--- config.mk ---
export PLATFORM = sky130hd
export DESIGN_NAME = i2c_target_ctrl
export DESIGN_NICKNAME = d
export VERILOG_FILES = /design/src/rtl/i2c_pkg.sv /design/src/rtl/i2c_sync_fifo.sv /design/src/rtl/i2c_target_ctrl.sv
export SDC_FILE = /design/constraint.sdc
export NUM_CORES = 1
export LEC_CHECK = 0
export BUFFER_PORTS_ARGS = -buffer_cell sky130_fd_sc_hd__buf_2
export CORE_MARGIN = 2
export CORE_UTILIZATION = 35
export DETAILED_ROUTE_END_ITERATION = 10
export GPL_ROUTABILITY_DRIVEN = 0
export GPL_TIMING_DRIVEN = 1
export PLACE_DENSITY = 0.55
export SYNTH_ARGS = -nofsm -noshare
export SYNTH_HDL_FRONTEND = slang
export SYNTH_HIERARCHICAL = 1
export SYNTH_SLANG_ARGS = --single-unit
--- constraint.sdc ---
create_clock -name clk -period 3.08 [get_ports clk]
set_clock_uncertainty 0.15 [all_clocks]
set_input_delay 0.924 -clock clk [delete_from_list [all_inputs] [get_ports clk]]
set_output_delay 0.924 -clock clk [all_outputs]
set_load 0.01 [all_outputs]
--- src/rtl/i2c_pkg.sv ---
// i2c_pkg: shared types for the I2C target controller (operation and FSM state encodings).
package i2c_pkg;
  typedef enum logic {WRITE = 1'b0, READ = 1'b1} i2c_op_t;
  typedef enum logic [2:0] {IDLE, ADDR, ADDR_ACK, WR_BYTE, WR_ACK, RD_BYTE, RD_ACK} i2c_tgt_state_t;
endpackage

--- src/rtl/i2c_sync_fifo.sv ---
// i2c_sync_fifo: synchronous FIFO with full/empty flags; push is dropped when full, pop when empty.
module i2c_sync_fifo #(
  parameter int WIDTH = 8,
  parameter int DEPTH = 16
) (
  input  logic             clk,
  input  logic             rst_n,
  input  logic             push,
  input  logic             pop,
  input  logic [WIDTH-1:0] din,
  output logic [WIDTH-1:0] dout,
  output logic             full,
  output logic             empty
);
  localparam int AW = $clog2(DEPTH);
  logic [WIDTH-1:0] mem [DEPTH];
  logic [AW:0] wp, rp;
  logic do_push, do_pop;
  assign empty = wp == rp;
  assign full = (wp[AW] != rp[AW]) && (wp[AW-1:0] == rp[AW-1:0]);
  assign do_push = push & ~full;
  assign do_pop = pop & ~empty;
  assign dout = mem[rp[AW-1:0]];
  always_ff @(posedge clk or negedge rst_n)
    if (!rst_n) begin
      wp <= '0;
      rp <= '0;
    end else begin
      wp <= wp + {{AW{1'b0}}, do_push};
      rp <= rp + {{AW{1'b0}}, do_pop};
    end
  always_ff @(posedge clk)
    if (do_push) mem[wp[AW-1:0]] <= din;
endmodule

--- src/rtl/i2c_target_ctrl.sv ---
// i2c_target_ctrl: oversampling I2C target with address match, write streaming and FIFO-fed reads.
// Define I2C_CLK_STRETCH_EN to stretch SCL on an empty read FIFO or a not-ready write host.
module i2c_target_ctrl
  import i2c_pkg::*;
#(
  parameter int                        I2C_ADDR_WIDTH = 7,
  parameter int                        I2C_DATA_WIDTH = 8,
  parameter logic [I2C_ADDR_WIDTH-1:0] TARGET_ADDR    = 7'h22,
  parameter int                        RD_FIFO_DEPTH  = 16,
  parameter int                        SYNC_STAGES    = 2
) (
  input  logic                      clk,
  input  logic                      rst_n,
  input  logic                      scl_i,
  input  logic                      sda_i,
  output logic                      sda_oe,
  output logic                      scl_oe,
  output logic [I2C_DATA_WIDTH-1:0] wr_data,
  output logic                      wr_valid,
  input  logic                      wr_ready,
  input  logic [I2C_DATA_WIDTH-1:0] rd_data,
  input  logic                      rd_valid,
  output logic                      rd_ready,
  output logic                      busy,
  output i2c_op_t                   op,
  output logic                      start_det,
  output logic                      stop_det,
  output logic                      rd_underflow
);
  localparam int AW = I2C_ADDR_WIDTH;
  localparam int DW = I2C_DATA_WIDTH;
  localparam int SW = AW > DW - 1 ? AW : DW - 1;
  localparam int CW = $clog2((AW > DW ? AW : DW) + 1);
  logic [SYNC_STAGES-1:0] scl_sync, sda_sync;
  logic scl_s, sda_s, scl_q, sda_q, scl_rise, scl_fall, start, stop;
  i2c_tgt_state_t state_q, state_d;
  i2c_op_t op_q, op_d;
  logic [CW-1:0] cnt_q, cnt_d;
  logic [SW-1:0] sh_q, sh_d;
  logic [DW-2:0] tx_q, tx_d;
  logic [DW-1:0] wr_data_q, wr_data_d, fifo_dout;
  logic sda_oe_q, sda_oe_d, scl_oe_q, scl_oe_d, drv_q, drv_d, busy_q, busy_d;
  logic wr_ok_q, wr_ok_d, wr_valid_q, wr_valid_d, udf_q, udf_d, start_q, stop_q;
  logic ld, pop, fifo_full, fifo_empty;
  assign scl_s = scl_sync[SYNC_STAGES-1];
  assign sda_s = sda_sync[SYNC_STAGES-1];
  assign scl_rise = scl_s & ~scl_q;
  assign scl_fall = ~scl_s & scl_q;
  assign start = scl_s & scl_q & sda_q & ~sda_s;
  assign stop = scl_s & scl_q & ~sda_q & sda_s;
  i2c_sync_fifo #(.WIDTH(DW), .DEPTH(RD_FIFO_DEPTH)) u_fifo (
    .clk(clk), .rst_n(rst_n), .push(rd_valid), .pop(pop), .din(rd_data),
    .dout(fifo_dout), .full(fifo_full), .empty(fifo_empty)
  );
  always_ff @(posedge clk or negedge rst_n)
    if (!rst_n) begin
      scl_sync <= '1;
      sda_sync <= '1;
      scl_q <= 1'b1;
      sda_q <= 1'b1;
      state_q <= IDLE;
      op_q <= WRITE;
      cnt_q <= '0;
      sh_q <= '0;
      tx_q <= '0;
      wr_data_q <= '0;
      sda_oe_q <= 1'b0;
      scl_oe_q <= 1'b0;
      drv_q <= 1'b0;
      busy_q <= 1'b0;
      wr_ok_q <= 1'b0;
      wr_valid_q <= 1'b0;
      udf_q <= 1'b0;
      start_q <= 1'b0;
      stop_q <= 1'b0;
    end else begin
      scl_sync <= {scl_sync[SYNC_STAGES-2:0], scl_i};
      sda_sync <= {sda_sync[SYNC_STAGES-2:0], sda_i};
      scl_q <= scl_s;
      sda_q <= sda_s;
      state_q <= state_d;
      op_q <= op_d;
      cnt_q <= cnt_d;
      sh_q <= sh_d;
      tx_q <= tx_d;
      wr_data_q <= wr_data_d;
      sda_oe_q <= sda_oe_d;
      scl_oe_q <= scl_oe_d;
      drv_q <= drv_d;
      busy_q <= busy_d;
      wr_ok_q <= wr_ok_d;
      wr_valid_q <= wr_valid_d;
      udf_q <= udf_d;
      start_q <= start;
      stop_q <= stop;
    end
  // drv_q marks the second half of an ACK slot (or a received controller ACK in RD_ACK)
  always_comb begin
    state_d = state_q;
    op_d = op_q;
    cnt_d = cnt_q;
    sh_d = sh_q;
    tx_d = tx_q;
    wr_data_d = wr_data_q;
    sda_oe_d = sda_oe_q;
    scl_oe_d = scl_oe_q;
    drv_d = drv_q;
    busy_d = busy_q;
    wr_ok_d = wr_ok_q;
    wr_valid_d = 1'b0;
    udf_d = udf_q;
    ld = 1'b0;
    pop = 1'b0;
    if (start) begin
      state_d = ADDR;
      cnt_d = '0;
      sda_oe_d = 1'b0;
      scl_oe_d = 1'b0;
      udf_d = 1'b0;
    end else if (stop) begin
      state_d = IDLE;
      busy_d = 1'b0;
      sda_oe_d = 1'b0;
      scl_oe_d = 1'b0;
    end else if (scl_oe_q) begin
      if (state_q == RD_BYTE) begin
        ld = ~fifo_empty;
        scl_oe_d = fifo_empty;
      end else if (wr_ready) begin
        sda_oe_d = 1'b1;
        drv_d = 1'b1;
        scl_oe_d = 1'b0;
      end
    end else if (scl_rise) begin
      if (state_q == ADDR || state_q == WR_BYTE) begin
        sh_d = {sh_q[SW-2:0], sda_s};
        cnt_d = cnt_q + 1'b1;
      end
      if (state_q == ADDR && cnt_q == CW'(AW)) begin
        state_d = sh_q[AW-1:0] == TARGET_ADDR ? ADDR_ACK : IDLE;
        busy_d = sh_q[AW-1:0] == TARGET_ADDR;
        op_d = i2c_op_t'(sda_s);
        drv_d = 1'b0;
      end else if (state_q == WR_BYTE && cnt_q == CW'(DW - 1)) begin
        wr_data_d = {sh_q[DW-2:0], sda_s};
        wr_valid_d = 1'b1;
        wr_ok_d = wr_ready;
        state_d = WR_ACK;
        drv_d = 1'b0;
      end else if (state_q == RD_ACK) begin
        drv_d = ~sda_s;
        state_d = sda_s ? IDLE : RD_ACK;
      end
    end else if (scl_fall) begin
      if ((state_q == ADDR_ACK || state_q == WR_ACK) && !drv_q) begin
`ifdef I2C_CLK_STRETCH_EN
        scl_oe_d = state_q == WR_ACK && !wr_ok_q;
        sda_oe_d = ~scl_oe_d;
        drv_d = ~scl_oe_d;
`else
        sda_oe_d = state_q == ADDR_ACK || wr_ok_q;
        drv_d = 1'b1;
`endif
      end else if (state_q == ADDR_ACK || state_q == WR_ACK) begin
        drv_d = 1'b0;
        sda_oe_d = 1'b0;
        state_d = WR_BYTE;
        cnt_d = '0;
        ld = state_q == ADDR_ACK && op_q == READ;
      end else if (state_q == RD_BYTE) begin
        sda_oe_d = cnt_q < CW'(DW) ? ~tx_q[DW-2] : 1'b0;
        tx_d = tx_q << 1;
        cnt_d = cnt_q + 1'b1;
        state_d = cnt_q < CW'(DW) ? RD_BYTE : RD_ACK;
        drv_d = 1'b0;
      end else if (state_q == RD_ACK && drv_q) begin
        ld = 1'b1;
      end
    end
    // An empty FIFO yields an all-ones byte, i.e. SDA simply stays released
    if (ld) begin
      state_d = RD_BYTE;
      cnt_d = CW'(1);
      pop = ~fifo_empty;
      udf_d = udf_q | fifo_empty;
      sda_oe_d = ~(fifo_empty | fifo_dout[DW-1]);
      tx_d = fifo_empty ? '1 : fifo_dout[DW-2:0];
`ifdef I2C_CLK_STRETCH_EN
      if (fifo_empty) begin
        scl_oe_d = 1'b1;
        udf_d = udf_q;
        sda_oe_d = 1'b0;
      end
`endif
    end
  end
  assign sda_oe = sda_oe_q;
`ifdef I2C_CLK_STRETCH_EN
  assign scl_oe = scl_oe_q;
`else
  assign scl_oe = 1'b0;
`endif
  assign wr_data = wr_data_q;
  assign wr_valid = wr_valid_q;
  assign rd_ready = ~fifo_full;
  assign busy = busy_q;
  assign op = op_q;
  assign start_det = start_q;
  assign stop_det = stop_q;
  assign rd_underflow = udf_q;
endmodule

==> out/results.txt, run 1 <==
reg-to-reg setup timing slack: 0.13 ns
first-pass GRT wire length: 25,900 µm
Synth Area in XOR/XNOR: 1.33%
Layout Nets: 576
drt wl/cell: 19.2 µm
Final WS setup: 0.134 ns
Post-Syn Instances: 497
Synth Area in Simple Gates: 7.40%
number of global-route vias before repair: 4,478
crit-path max cell delay: 0.56 ns
FMAX: 0.339 GHz
boundary pin count: 31
Routed WL: 16,300 µm
vias per cell: 5.19
complex-gate fraction of the synthesized area: 7.21%
DR vias: 4,394
Worst EP required: 3.25 ns
ant diodes: 0
mux contribution to synthesized area: 13.2%
fin. max-slew vios: 0
area grow syn2layout: 15.3%
Starting Density: 36.0%
post-synthesis register bit count: 183
Clock Sinks: 183
main combinational cell family by area after synthesis: multiplexers
hold_buf cts: 0
Core Region: 22,000 µm²
Tightest Pin Transition: 0.732 ns
Critical Path Most Common Cell: ha_1
port bufs: 29
CTS Buf Count: 17
Max Cap Viol: 0
final core occ: 41.4%
number of synthesized flops with an enable pin: 128
RSZ-0062 raised after global routing: no
Worst VDD drop: 0.365 mV
drt pass-1 iters: 4
most common cell after layout, fill and taps aside: edfxtp_1
Antenna Nets Post-Route: 0
Final HPWL DP: 10,900 µm
status: finished, final reports clean
GR Overflow Total: 0
Slew HR: 51.2%
top_reg_cell synth: edfxtp_1
maximum buffer depth of the clock tree: 2
layout cells sized above 1: 28.4%
Die ar.: 23,800 µm²
clock-pin slew of the registers on the worst-case setup and hold paths: 0.08 ns
sequential cell area fraction in the yosys report: 66.2%
Mapped Nets: 519
crit path max fanout: 3
period utilisation layout: 95.6%
clk root buf: clkbuf_16
Die H: 154 µm
Setup Crit Path Kind: register to register
setup bufs post-CTS: 0
Resized Gates After CTS: 0
CTS tree: yes
Post-Syn Area: 7900 µm²
largest net degree at the start of global routing: 56
Adder-Cell Fraction of Synth Area: 1.27%
Worst Path Arrival: 3.11 ns
row count: 54
final hold viol count: 0
power density cells: 784 nW/µm²
CP Launch Type: register
Final Setup Violations: 0
htree depth: 4
initial antenna violation count: 0
most frequent cells in the layout: 128 x edfxtp_1, 48 x dfrtp_1, 36 x buf_4
Worst Hold Class: register to register
Mapped Avg Cell Area: 15.9 µm²
critical-path cell list: inv_1, ha_1, or3b_4, o32ai_4, nand2_4, or2_0, inv_1, nor2b_1, ha_1, ha_1, nand3_1, xnor2_1
min cycle time layout: 2.95 ns
Largest delay share family, worst path: simple AND/OR/NAND/NOR gates
Post-route DRC: 0
clock latency on the worst-skew pair: 0.44 ns
Distinct cells, synth: 65
setup TNS: 0 ns
leak pwr: 3.27 nW
dpl ws: 0.161 ns
total global routing track utilization: 14.5%
Buf/Inv on CP: 2
CP max-delay cell: dfstp_2
yosys warns: 6
Die X: 154 µm
FFs w/ async S/R, synth: 30.1%
CP endpoint kind: register
Starting DRT DRC Count: 296
-- metrics by stage --
stage	area, µm²	cells	power [W]	hold slack [ns]
after floorplan	7900	497	0.00444	0.195
after global placement	8470	815	0.00491	0.200
after detailed placement	8470	815	0.00493	0.203
after CTS	9100	847	0.00721	0.214
after global routing	9100	847	0.00751	0.218
final	9100	847	0.00714	0.211
-- cell families after synthesis --
| family | Yosys count |
|---|---|
| other | 1 |
| AOI/OAI and AO/OA | 77 |
| DFF | 183 |
| and+or+nand+nor | 104 |
| muxes | 70 |
| buffers and inverters | 42 |
| xor gates and xnor gates | 12 |
| adders and majority gates | 8 |
-- cell usage after synthesis, types with 3 or more instances --
cell type	number	area share, %
o21ai_1	14	0.89
mux2i_1	26	3.3
o22ai_2	6	0.95
ha_1	8	1.3
nor3_1	11	0.70
a22oi_1	8	0.76
nand2_1	21	1.0
mux2_1	3	0.43
nor2_1	18	0.86
nor4_1	7	0.55
o21ai_0	14	0.89
nor2b_1	4	0.32
buf_6	5	0.71
nand3b_1	5	0.48
edfxtp_1	128	49
nand3_1	12	0.76
mux4_1	4	1.3
buf_4	9	0.86
mux2_2	17	2.4
inv_1	12	0.57
clkbuf_1	6	0.29
xnor2_1	10	1.1
nand2b_1	7	0.55
dfrtp_1	49	16
a21oi_1	7	0.44
a32oi_1	8	0.89
mux4_2	20	5.7
buf_2	4	0.25
dfstp_2	6	2.0
o31ai_1	3	0.29
-- sequential cells by signal, indices dropped and copies added (netlist names), 2 cells and up --
signal,flops
scl_sync,2
sda_sync,2
u_fifo/wp,5
u_fifo/rp,5
cnt_q,4
tx_q,7
state_q,3
wr_data,8
u_fifo/mem,128
sh_q,7
-- layer usage --
| layer | wire length [µm] | track usage (%) | vias to the layer above |
|---|---|---|---|
| li1 | - | - | 2039 |
| met1 | 7220 | 19.3 | 2223 |
| met2 | 8050 | 23.4 | 105 |
| met3 | 630 | 2.83 | 27 |
| met4 | 356 | 6.05 | 0 |
| met5 | 0 | 0 | - |
-- final cells by class --
| cell class | count | area (µm²) |
|---|---|---|
| well taps | 280 | 350 |
| fillers | 1947 | 12900 |
| clock buffers | 17 | 425 |
| flip-flops and latches | 183 | 5230 |
| inverters | 14 | 52.6 |
| repair buffers | 66 | 435 |
| multi-input cells | 272 | 2400 |
| clock inverters | 15 | 204 |
-- final timing paths --
check | start | end | depth (start not counted)
worst max-delay path | scl_q$_DFF_PN1_ | u_fifo/rp[4]$_DFF_PN0_ | 12
worst max register to register | scl_q$_DFF_PN1_ | u_fifo/rp[4]$_DFF_PN0_ | 12
min in group asynchronous | rst_n | wr_valid$_DFF_PN0_ | 2
worst min-delay path | sda_sync[0]$_DFF_PN1_ | sda_sync[1]$_DFF_PN1_ | 0
max in group asynchronous | rst_n | scl_sync[1]$_DFF_PN1_ | 2
worst min register to register | sda_sync[0]$_DFF_PN1_ | sda_sync[1]$_DFF_PN1_ | 0
-- where the power goes --
part / internal (W) / switching (W) / total [W]
clock: 0.00114 / 0.00113 / 0.00227
combinational: 0.000756 / 0.000942 / 0.00170
sequential: 0.00297 / 0.000202 / 0.00317
total: 0.00486 / 0.00227 / 0.00714
(Power assumes the default switching activity.)
==> run 2: changes to the inputs <==
--- a/config.mk
+++ b/config.mk
@@ -5,13 +5,14 @@
 export SDC_FILE = /design/constraint.sdc
 export NUM_CORES = 1
 export LEC_CHECK = 0
-export BUFFER_PORTS_ARGS = -buffer_cell sky130_fd_sc_hd__buf_2
 export CORE_MARGIN = 2
 export CORE_UTILIZATION = 35
+export CTS_CLUSTER_SIZE = 12
 export DETAILED_ROUTE_END_ITERATION = 10
+export DONT_BUFFER_PORTS = 1
 export GPL_ROUTABILITY_DRIVEN = 0
 export GPL_TIMING_DRIVEN = 1
-export PLACE_DENSITY = 0.55
+export PLACE_DENSITY = 0.54
 export SYNTH_ARGS = -nofsm -noshare
 export SYNTH_HDL_FRONTEND = slang
 export SYNTH_HIERARCHICAL = 1
==> run 2 against run 1 <==
Net effect:
- design area fell by 1.3%
- register-to-register slack is essentially flat
- setup slack improved by 0.0027 ns
- sequential share of layout area increased by 0.78 points
- hold slack lost 0.18 ns
- total power shrank 0.74%
- combinational power about the same
- utilization shrank 0.55 points
- sequential power about the same
==> out/results.txt, run 2 (synthesis results as in run 1) <==
Post-route DRC: 0 (unchanged)
setup TNS: 0 ns (unchanged)
crit path max fanout: 3 (unchanged)
Worst EP required: 3.23 ns (-0.02 ns)
Worst Hold Class: input pin to asynchronous set/reset pin
FILL cells: 1,969 (+1.1%)
total global routing track utilization: 14.8% (+0.34 points)
Slew HR: 54.7% (+3.5 points)
Routed WL: 16,900 µm (+3.8%)
Antenna Nets Post-Route: 0 (unchanged)
min cycle time layout: 2.94 ns (-0.00272 ns)
FMAX: 0.340 GHz (about the same)
Tightest Pin Transition: 0.678 ns (-0.0545 ns)
crit-path max cell delay: 0.55 ns (about the same)
CP endpoint kind: register
Resized Gates After CTS: 0 (unchanged)
Clock Sinks: 183 (unchanged)
drt pass-1 iters: 5 (+1)
Worst Path Arrival: 3.10 ns (about the same)
Die ar.: 23,800 µm² (unchanged)
Layout Nets: 550 (-4.5%)
Buf/Inv on CP: 2 (unchanged)
RSZ-0062 raised after global routing: no
drt wl/cell: 20.5 µm (+7.0%)
period utilisation layout: 95.6% (about the same)
overall power: 0.00708 W (-0.74%)
most common cell after layout, fill and taps aside: edfxtp_1
final hold viol count: 0 (unchanged)
largest net degree at the start of global routing: 56 (unchanged)
port bufs: 0 (-100%)
power density cells: 789 nW/µm² (+0.60%)
CP Launch Type: register
CTS tree: yes
Worst VDD drop: 0.474 mV (+30%)
Die H: 154 µm (unchanged)
Final HPWL DP: 10,900 µm (-0.32%)
Max Cap Viol: 0 (unchanged)
boundary pin count: 31 (unchanged)
Starting Density: 36.0% (unchanged)
status: finished, final reports clean
ant diodes: 0 (unchanged)
htree depth: 4 (unchanged)
maximum buffer depth of the clock tree: 2 (unchanged)
Critical Path Most Common Cell: ha_1
most frequent cells in the layout: 128 x edfxtp_1, 48 x dfrtp_1, 36 x buf_4
critical-path cell list: inv_1, ha_1, or3b_4, o32ai_4, nand2_4, or2_0, inv_1, nor2b_1, ha_1, ha_1, nand3_1, xnor2_1
multi-input logic area: 2400 µm² (unchanged)
clock latency on the worst-skew pair: 0.43 ns (about the same)
number of global-route vias before repair: 4,466 (-0.27%)
Starting DRT DRC Count: 262 (-11%)
max FFs per register: 128 (unchanged)
dpl ws: 0.166 ns (+0.00426 ns)
area grow syn2layout: 13.7%
Min Hold Slack: 0.0285 ns (-0.182 ns)
Setup Crit Path Kind: register to register
CP max-delay cell: dfstp_2
clock-pin slew of the registers on the worst-case setup and hold paths: 0.08 ns (about the same)
first-pass GRT wire length: 26,400 µm (+2.1%)
fin. max-slew vios: 0 (unchanged)
Storage cell area: 5230 µm² (unchanged)
Final Setup Violations: 0 (unchanged)
Final WS setup: 0.137 ns (+0.00272 ns)
leak pwr: 3.14 nW (-4.0%)
Largest delay share family, worst path: simple AND/OR/NAND/NOR gates
vias per cell: 5.40 (+4.1%)
initial antenna violation count: 0 (unchanged)
CTS Buf Count: 17 (unchanged)
clk root buf: clkbuf_16
row count: 54 (unchanged)
layout cells sized above 1: 24.6% (-3.8 points)
DR vias: 4,434 (+0.91%)
Die X: 154 µm (unchanged)
GR Overflow Total: 0 (unchanged)
Core Region: 22,000 µm² (unchanged)
run 2: timing repair:
action,4_1_cts,5_1_grt
hold buffers,0,2
setup endpoints to repair,0,0
hold endpoints to repair,0,2
buffers inserted,0,0
run 2: routing by layer:
layer | vias up | GRT usage (%) | routed length [µm]
met5 | - | 0 | 0
met4 | 0 | 4.36 | 203
met3 | 19 | 3.25 | 718
met2 | 121 | 24.6 | 8420
met1 | 2294 | 19.8 | 7530
li1 | 2000 | - | -
run 2: path summary, 6_finish.rpt:
check | endpoint | cells after the start | slack, ns | start
max | u_fifo/rp[4]$_DFF_PN0_ | 12 | 0.14 | scl_q$_DFF_PN1_
min | state_q[0]$_DFFE_PN0P_ | 0 | 0.03 | rst_n
max reg2reg | u_fifo/rp[4]$_DFF_PN0_ | 12 | 0.14 | scl_q$_DFF_PN1_
min reg2reg | sda_sync[1]$_DFF_PN1_ | 0 | 0.20 | sda_sync[0]$_DFF_PN1_
max in group asynchronous | tx_q[1]$_DFFE_PN0P_ | 1 | 2.00 | rst_n
min in group clk | sda_sync[1]$_DFF_PN1_ | 0 | 0.20 | sda_sync[0]$_DFF_PN1_
run 2: per-stage QoR:
stage | cells | util, % | cell area (µm²)
after global routing | 821 | 40.9 | 8980
after CTS | 819 | 40.8 | 8960
final | 821 | 40.9 | 8980
after floorplan | 497 | - | 7900
after global placement | 787 | 38.0 | 8350
after detailed placement | 787 | 38.0 | 8350
run 2: where the power goes:
group	switching, W	internal, W	leakage (nW)
Sequential	0.000205	0.00297	1.86
Combinational	0.000920	0.000765	0.981
Clock	0.00111	0.00112	0.295
Total	0.00223	0.00485	3.14
run 2: layout make-up:
| class | count | share of cell area (%) |
|---|---|---|
| sequential | 183 | 58.2 |
| clock buffer | 17 | 4.74 |
| clock inverter | 15 | 2.09 |
| inverter | 14 | 0.585 |
| multi-input combinational | 272 | 26.8 |
| tap | 280 | 3.90 |
| timing repair buffer | 40 | 3.68 |
run 2: worst register-to-register path: cells and delay by family (launching register included):
kind	cells	cell delay, ns
AOI/OAI and AO/OA	1	0.32
and+or+nand+nor	5	0.97
DFF	1	0.55
adders and majority gates	3	0.57
buffers and inverters	2	0.10
xor gates and xnor gates	1	0.14
